<file path="config.mk">
export PLATFORM = sky130hd
export DESIGN_NAME = gf180mcu_ocd_io_pwrseq
export DESIGN_NICKNAME = d
export VERILOG_FILES = /design/src/rtl/gf180mcu_ocd_io_pwrseq_pkg.sv /design/src/rtl/gf180mcu_ocd_io_sync2.sv /design/src/rtl/gf180mcu_ocd_io_pwrseq.sv
export SDC_FILE = /design/constraint.sdc
export NUM_CORES = 1
export LEC_CHECK = 0
export BUFFER_PORTS_ARGS = -buffer_cell sky130_fd_sc_hd__buf_2
export CORE_MARGIN = 1.5
export CORE_UTILIZATION = 45
export CTS_CLUSTER_SIZE = 10
export DETAILED_ROUTE_END_ITERATION = 8
export PLACE_DENSITY = 0.75
export SKIP_LAST_GASP = 1
export SYNTH_ARGS = -nofsm -noshare
export SYNTH_HDL_FRONTEND = slang
export SYNTH_SLANG_ARGS = --single-unit
</file>
<file path="constraint.sdc">
create_clock -name CLK -period 3.84 [get_ports CLK]
set_input_delay 0.192 -clock CLK [delete_from_list [all_inputs] [get_ports CLK]]
set_output_delay 0.192 -clock CLK [all_outputs]
set_load 0.02 [all_outputs]
</file>
<file path="src/rtl/gf180mcu_ocd_io_pwrseq_pkg.sv">
// Shared types for the IO ring power sequencer.
package gf180mcu_ocd_io_pwrseq_pkg;

   localparam int STATE_W = 4;

   // Encodings are visible on the STATE debug port and must stay fixed.
   typedef enum logic [STATE_W-1:0] {
      st_off      = 4'd0,
      st_core_up  = 4'd1,
      st_core_set = 4'd2,
      st_io_up    = 4'd3,
      st_io_set   = 4'd4,
      st_iso_rel  = 4'd5,
      st_on       = 4'd6,
      st_iso_set  = 4'd7,
      st_io_dn    = 4'd8,
      st_core_dn  = 4'd9,
      st_flt      = 4'd10
   } pwr_state_t;

endpackage

</file>
<file path="src/rtl/gf180mcu_ocd_io_sync2.sv">
// Two-flop synchronizer for the asynchronous power-good comparators.
module gf180mcu_ocd_io_sync2 (
   input  logic clk,
   input  logic rst,
   input  logic d,
   output logic q
);

   logic meta;

   // Two-stage capture; both stages clear on reset so the FSM starts with no power-good.
   always_ff @(posedge clk) begin
      if (rst) begin
         meta <= 1'b0;
         q    <= 1'b0;
      end else begin
         meta <= d;
         q    <= meta;
      end
   end

endmodule

</file>
<file path="src/rtl/gf180mcu_ocd_io_pwrseq.sv">
// Power-up/power-down sequencer for one IO ring segment (VDD core rail, DVDD IO rail).
module gf180mcu_ocd_io_pwrseq
   import gf180mcu_ocd_io_pwrseq_pkg::*;
#(
   parameter int CNT_W       = 16,
   parameter int SETTLE_CYC  = 100,
   parameter int TIMEOUT_CYC = 1000,
   parameter int ISO_DLY     = 16
) (
   input  logic               CLK,
   input  logic               RST,
   input  logic               PWR_REQ,
   input  logic               FAULT_CLR,
   input  logic               VDD_PG,
   input  logic               DVDD_PG,
   output logic               VDD_EN,
   output logic               DVDD_EN,
   output logic               ISO_N,
   output logic               PWR_RDY,
   output logic               FAULT,
   output logic [STATE_W-1:0] STATE
);

   // A wait of N cycles ends on the cycle the shared counter reads N-1.
   localparam logic [CNT_W-1:0] settle_end  = CNT_W'(SETTLE_CYC - 1);
   localparam logic [CNT_W-1:0] timeout_end = CNT_W'(TIMEOUT_CYC - 1);
   localparam logic [CNT_W-1:0] iso_end     = CNT_W'(ISO_DLY - 1);

   pwr_state_t       state;
   pwr_state_t       nxt;
   logic [CNT_W-1:0] cnt;
   logic             vpg;
   logic             dpg;

   gf180mcu_ocd_io_sync2 u_sync_vpg (
      .clk (CLK),
      .rst (RST),
      .d   (VDD_PG),
      .q   (vpg)
   );

   gf180mcu_ocd_io_sync2 u_sync_dpg (
      .clk (CLK),
      .rst (RST),
      .d   (DVDD_PG),
      .q   (dpg)
   );

   // Next-state selection; power-good loss outranks a request drop, which outranks step completion.
   always_comb begin
      nxt = state;
      unique case (state)
         st_off: begin
            if (PWR_REQ) nxt = st_core_up;
         end
         st_core_up: begin
            if (!PWR_REQ)                nxt = st_core_dn;
            else if (vpg)                nxt = st_core_set;
            else if (cnt == timeout_end) nxt = st_flt;
         end
         st_core_set: begin
            if (!vpg)                   nxt = st_flt;
            else if (!PWR_REQ)          nxt = st_core_dn;
            else if (cnt == settle_end) nxt = st_io_up;
         end
         st_io_up: begin
            if (!vpg)                    nxt = st_flt;
            else if (!PWR_REQ)           nxt = st_io_dn;
            else if (dpg)                nxt = st_io_set;
            else if (cnt == timeout_end) nxt = st_flt;
         end
         st_io_set: begin
            if (!vpg)                   nxt = st_flt;
            else if (!PWR_REQ)          nxt = st_io_dn;
            else if (cnt == settle_end) nxt = st_iso_rel;
         end
         st_iso_rel: begin
            if (!vpg)                nxt = st_flt;
            else if (!PWR_REQ)       nxt = st_io_dn;
            else if (cnt == iso_end) nxt = st_on;
         end
         st_on: begin
            if (!vpg || !dpg)  nxt = st_flt;
            else if (!PWR_REQ) nxt = st_iso_set;
         end
         st_iso_set: begin
            if (cnt == iso_end) nxt = st_io_dn;
         end
         st_io_dn: begin
            if (cnt == settle_end) nxt = st_core_dn;
         end
         st_core_dn: begin
            if (cnt == settle_end) nxt = st_off;
         end
         st_flt: begin
            if (FAULT_CLR && !PWR_REQ) nxt = st_off;
         end
         default: nxt = st_off;
      endcase
   end

   // State, step counter and Moore outputs decoded from the state being entered.
   always_ff @(posedge CLK) begin
      if (RST) begin
         state   <= st_off;
         cnt     <= '0;
         VDD_EN  <= 1'b0;
         DVDD_EN <= 1'b0;
         ISO_N   <= 1'b0;
         PWR_RDY <= 1'b0;
         FAULT   <= 1'b0;
      end else begin
         state   <= nxt;
         cnt     <= (nxt != state) ? '0 : cnt + 1'b1;
         VDD_EN  <= nxt inside {st_core_up, st_core_set, st_io_up, st_io_set,
                                st_iso_rel, st_on, st_iso_set, st_io_dn};
         DVDD_EN <= nxt inside {st_io_up, st_io_set, st_iso_rel, st_on, st_iso_set};
         ISO_N   <= (nxt == st_on);
         PWR_RDY <= (nxt == st_on);
         FAULT   <= (nxt == st_flt);
      end
   end

   assign STATE = state;

endmodule

</file>
* Yosys cells after proc, flatten, opt, wreduce, memory -nomap -nowiden
Index checks and enable logic that the tools add are counted.
Storage, ports and cells: bits of input ports 6, register bits after elaboration 28, output and inout bits 9
Cells by class: reduce and logical (&&, ||, !) cells 9, equality and inequality tests 23, add/sub/neg operators 1, multiplexer cells 23
Operators with widths (number):
- $mux W4 | 22
- $pmux W4 S11 | 1
- $eq A4 B3 Y1 const B | 8
- $eq A4 B4 Y1 const B | 5
- $add A16 B1 Y16 const B | 1
- $eq A16 B10 Y1 const B | 1
- $eq A16 B4 Y1 const B | 1
- $eq A16 B7 Y1 const B | 1
- $eq A4 B2 Y1 const B | 4
- $eq A4 B1 Y1 const B | 2
- $reduce_bool A8 Y1 | 1
- $reduce_bool A5 Y1 | 1
- $logic_not A4 Y1 | 1
- $ne A4 B4 Y1 | 1
- $logic_not A1 Y1 | 3
- $reduce_or A2 Y1 | 1
- $logic_and A1 B1 Y1 | 1
- $logic_or A1 B1 Y1 | 1

* Depth between registers and ports, before layout
depth after elaboration 8, depth in mapped cells 10

* Hierarchy
A second synthesis with hierarchy kept.
Second synthesis, totals: cells, all modules 185, area, all modules 1584.0 µm²
Modules (own cells, without submodules):
- gf180mcu_ocd_io_pwrseq | area each 1478.9 µm², cells an instance 177, instances 1
- gf180mcu_ocd_io_sync2 | area each 52.6 µm², cells an instance 4, instances 2

* Worst setup path after synthesis
No wires, ideal clock.
path kind register to register, from register cnt[0], to register cnt[9], data required time 3.776 ns, setup slack 1.757 ns, library setup time 0.064 ns, stages on the path, launching flop included 10, data arrival time 2.018 ns, clock period less this slack 2.083 ns, buffers on the path 1, path through dfxtp_1 > ha_1 > and4b_1 > and4_1 > a2111oi_1 > a21oi_1 > o31ai_1 > nand4b_4 > buf_6 > nor2_1
On the way: longest elaborated chain between the ends 8
RTL lines:
- from (decl) | line gf180mcu_ocd_io_pwrseq.sv:31 | logic [CNT_W-1:0] cnt;
- from (signal assigned) | line gf180mcu_ocd_io_pwrseq.sv:114 | cnt <= (nxt != state) ? '0 : cnt + 1'b1;
- $eq A16 B10 Y1 | line gf180mcu_ocd_io_pwrseq.sv:59, gf180mcu_ocd_io_pwrseq.sv:70
- $mux W4 | line gf180mcu_ocd_io_pwrseq.sv:59, gf180mcu_ocd_io_pwrseq.sv:70
- $mux W4 | line gf180mcu_ocd_io_pwrseq.sv:69 | else if (dpg) nxt = st_io_set;
- $mux W4 | line gf180mcu_ocd_io_pwrseq.sv:68 | else if (!PWR_REQ) nxt = st_io_dn;
- $mux W4 | line gf180mcu_ocd_io_pwrseq.sv:67 | if (!vpg) nxt = st_flt;
- $pmux W4 S11 | line gf180mcu_ocd_io_pwrseq.sv:52 | unique case (state)
- $ne A4 B4 Y1 | line gf180mcu_ocd_io_pwrseq.sv:114
- $reduce_or A2 Y1 (no source line)
Several ways; a longest one is shown, not always the timed one. A chain may end at the register's enable or synchronous reset.

* Worst setup path in the final report
from register state[1], in the netlist STATE[1], to register cnt[6]
On the way: longest elaborated chain between the ends 7
RTL lines:
- from (decl) | line gf180mcu_ocd_io_pwrseq.sv:29 | pwr_state_t state;
- from (signal assigned) | line gf180mcu_ocd_io_pwrseq.sv:105 | state <= st_off;
- from (signal assigned) | line gf180mcu_ocd_io_pwrseq.sv:113 | state <= nxt;
- $mux W4 | line gf180mcu_ocd_io_pwrseq.sv:59, gf180mcu_ocd_io_pwrseq.sv:70
- $mux W4 | line gf180mcu_ocd_io_pwrseq.sv:69
- $mux W4 | line gf180mcu_ocd_io_pwrseq.sv:68
- $mux W4 | line gf180mcu_ocd_io_pwrseq.sv:67
- $pmux W4 S11 | line gf180mcu_ocd_io_pwrseq.sv:52
- $ne A4 B4 Y1 * | line gf180mcu_ocd_io_pwrseq.sv:114
- $reduce_or A2 Y1 (no source line) *
Mark *: on every way between the ends. The rest lies on a longest branch, timed or not.

==> results_dict.tcl <==
set metrics [dict create \
    fp-row-count 22 \
    grt_first_pass_wirelength_mm 5.809 \
    dr.pass1.iters 4 \
    avgSynthCellArea_um2 8.378 \
    vias 1439 \
    clk_pin_slew_ps 90 \
    grt_start_max_net_pins 23 \
    die_y_um 65.08 \
    status "finished clean" \
    required_ps 4050 \
    grt-ovfl-total 0 \
    final_max_slew_viol_count 0 \
    crit_type "flip-flop to flip-flop" \
    ant_nets 0 \
    grt_usage_pct 17.15 \
    final_common_cell "nor2_1" \
    fin_crit_sh_pct 62.83 \
    syn_inst 207 \
    worstPathArrival_ps 2620 \
    fp.dieW_um 65.08 \
    regArea_um2 560.5 \
    total_power_w 0.0006621 \
    io_pins 15 \
    clock.fmax_ghz 0.4145 \
    vdd_drop_max_v 0.0002906 \
    wire_per_inst_um 13.23 \
    rsz0062_at_grt "false" \
    clockBufferDepth 2 \
    critical-path-slowest-cell "dfxtp_1" \
    root_buffer "clkbuf_8" \
    p_leak_nw 0.6900 \
    fin_nets 220 \
    vias_per_cell 5.556 \
    multi_input_area_um2 1075 \
    tightest_slew_ps 626.3 \
    skew_ps 4.233 \
    numCtsBuffers 3 \
    drc 0 \
    period_needed_ps 2413 \
    start_util_pct 47.01 \
    path_max_fanout 22 \
    endpoint_kind "flip-flop" \
    synth_edf_count 0 \
    cts_tree "yes" \
    die_area_um2 4235 \
    ys_ff_latch 28 \
    drtIter0Drc 64 \
    cts.repair.resized 0 \
    crit_path_cell_trace "and4b_1 > a211oi_1 > o32ai_1 > a21oi_1 > o31ai_1 > nand4b_4 > nor2_1" \
    antenna_found_initial 0 \
    drv_cap 0 \
    setup_viol 0 \
    syn2layout_area_growth_pct 7.215 \
    clkLatencyLatePin_ps 270 \
    hold_buffers 0 \
    drive_gt1_share_pct 14.69 \
    grt_pass1_vias 1286 \
    finalHoldViolations 0 \
    hp-class "input pin to flip-flop" \
    final_cell_mix "nor2_1 (30), dfxtp_1 (28), buf_2 (14)" \
    utilization_pct 50.41 \
    worst_setup_path_start_kind "flip-flop" \
    ys_async_sr_fraction_pct 0 \
    antenna_cells 0 \
    powerDensity_nw_per_um2 356.1 \
    cts.sinks 28 \
    ctsHtreeMaxLevel 1 \
    io_buffer_count 14 \
    synthFlopType "dfxtp_1" \
    yosysWarnings 0 \
    synth_fp_nets 215 \
    synth-seq-area-share_pct 32.32 \
    mappedNetlistArea_um2 1734 \
    fillers 363 \
    cts_setup_buffers 0 \
    core_area_um2 3689 \
    hpwl_mm 2.496 \
    wl_mm 3.427 \
    gp_congestion 0.8585 \
    tns_ps 0 \
    slew_headroom_pct 58.19 \
    slowest_delay_ps 730 \
    yosys.cell_types.count 50 \
]
==> worst max-delay path, delay by kind of cell (launching register included) <==
family	cells	cell delay [ps]
flops	1	730
compound gates	4	870
simple gates	3	740
==> flip-flops by register name, indices dropped and copies added, names as in the netlist <==
| signal | cells |
|---|---|
| PWR_RDY | 1 |
| DVDD_EN | 1 |
| VDD_EN | 1 |
| u_sync_vpg.q | 1 |
| u_sync_vpg.meta | 1 |
| cnt | 16 |
| u_sync_dpg.meta | 1 |
| STATE | 4 |
| u_sync_dpg.q | 1 |
| FAULT | 1 |
==> cell type report <==
cell class / instances / share of cell area [%]
Inverter: 6 / 1.211
Clock buffer: 3 / 2.221
Timing Repair Buffer: 14 / 3.769
Sequential cell: 28 / 30.15
Tap cell: 48 / 3.230
Clock inverter: 1 / 1.615
Multi-Input combinational cell: 159 / 57.81
==> stage by stage <==
stage	instances	setup WS (ps)	hold slack [ps]	area [um^2]
global placement	255	1493	402.4	1788
floorplan	207	1757	320.2	1734
finish	259	1427	135.6	1859
global route	259	1188	134.5	1859
CTS	259	1445	135.4	1859
detailed placement	255	1450	415.5	1788
==> power breakdown <==
| part | internal (W) | switching (W) |
|---|---|---|
| logic | 0.0000472 | 0.0000674 |
| clock network | 0.000139 | 0.0000860 |
| registers | 0.000303 | 0.0000192 |
==> per-layer routing <==
layer	GRT usage (%)	share of wire, %	up-vias
met5	0	0	-
li1	-	-	740
met4	5.990	0.99	0
met2	23.45	42	29
met3	2.257	4.0	5
met1	27.08	53	665
==> cell usage after synthesis (6+ instances only) <==
master	count	area share, %
nor2_1	30	6.5
a21oi_1	7	2.0
nand3_1	8	2.3
dfxtp_1	28	32
xor2_1	7	3.5
nand2_1	13	2.8
xnor2_1	9	4.5
nand4_1	8	2.9
buf_2	7	2.0
nor2b_1	12	4.3
and4b_1	6	3.5
inv_1	6	1.3
==> cell families (layout without fill, tap and decap cells) <==
logic type	Yosys count	in the layout	share of synthesized area, %
AND/OR/NAND/NOR	111	111	39.03
multiplexers	4	4	2.453
adder cells (fa/ha/maj)	2	2	1.443
AO/OA/AOI/OAI	26	26	10.97
XOR/XNOR	16	16	8.081
buffers and inverters	20	24	5.699
flip-flops	28	28	32.32
==> final timing paths <==
check / from / to / slack [ps] / depth (start not counted)
worst min register to register: u_sync_dpg.meta / u_sync_dpg.q / 450 / 1
worst max-delay path: STATE[1] / cnt[6] / 1430 / 7
worst max register to register: STATE[1] / cnt[6] / 1430 / 7
worst min-delay path: DVDD_PG / u_sync_dpg.meta / 140 / 2
No activity file was read; power rests on OpenSTA's default activity.
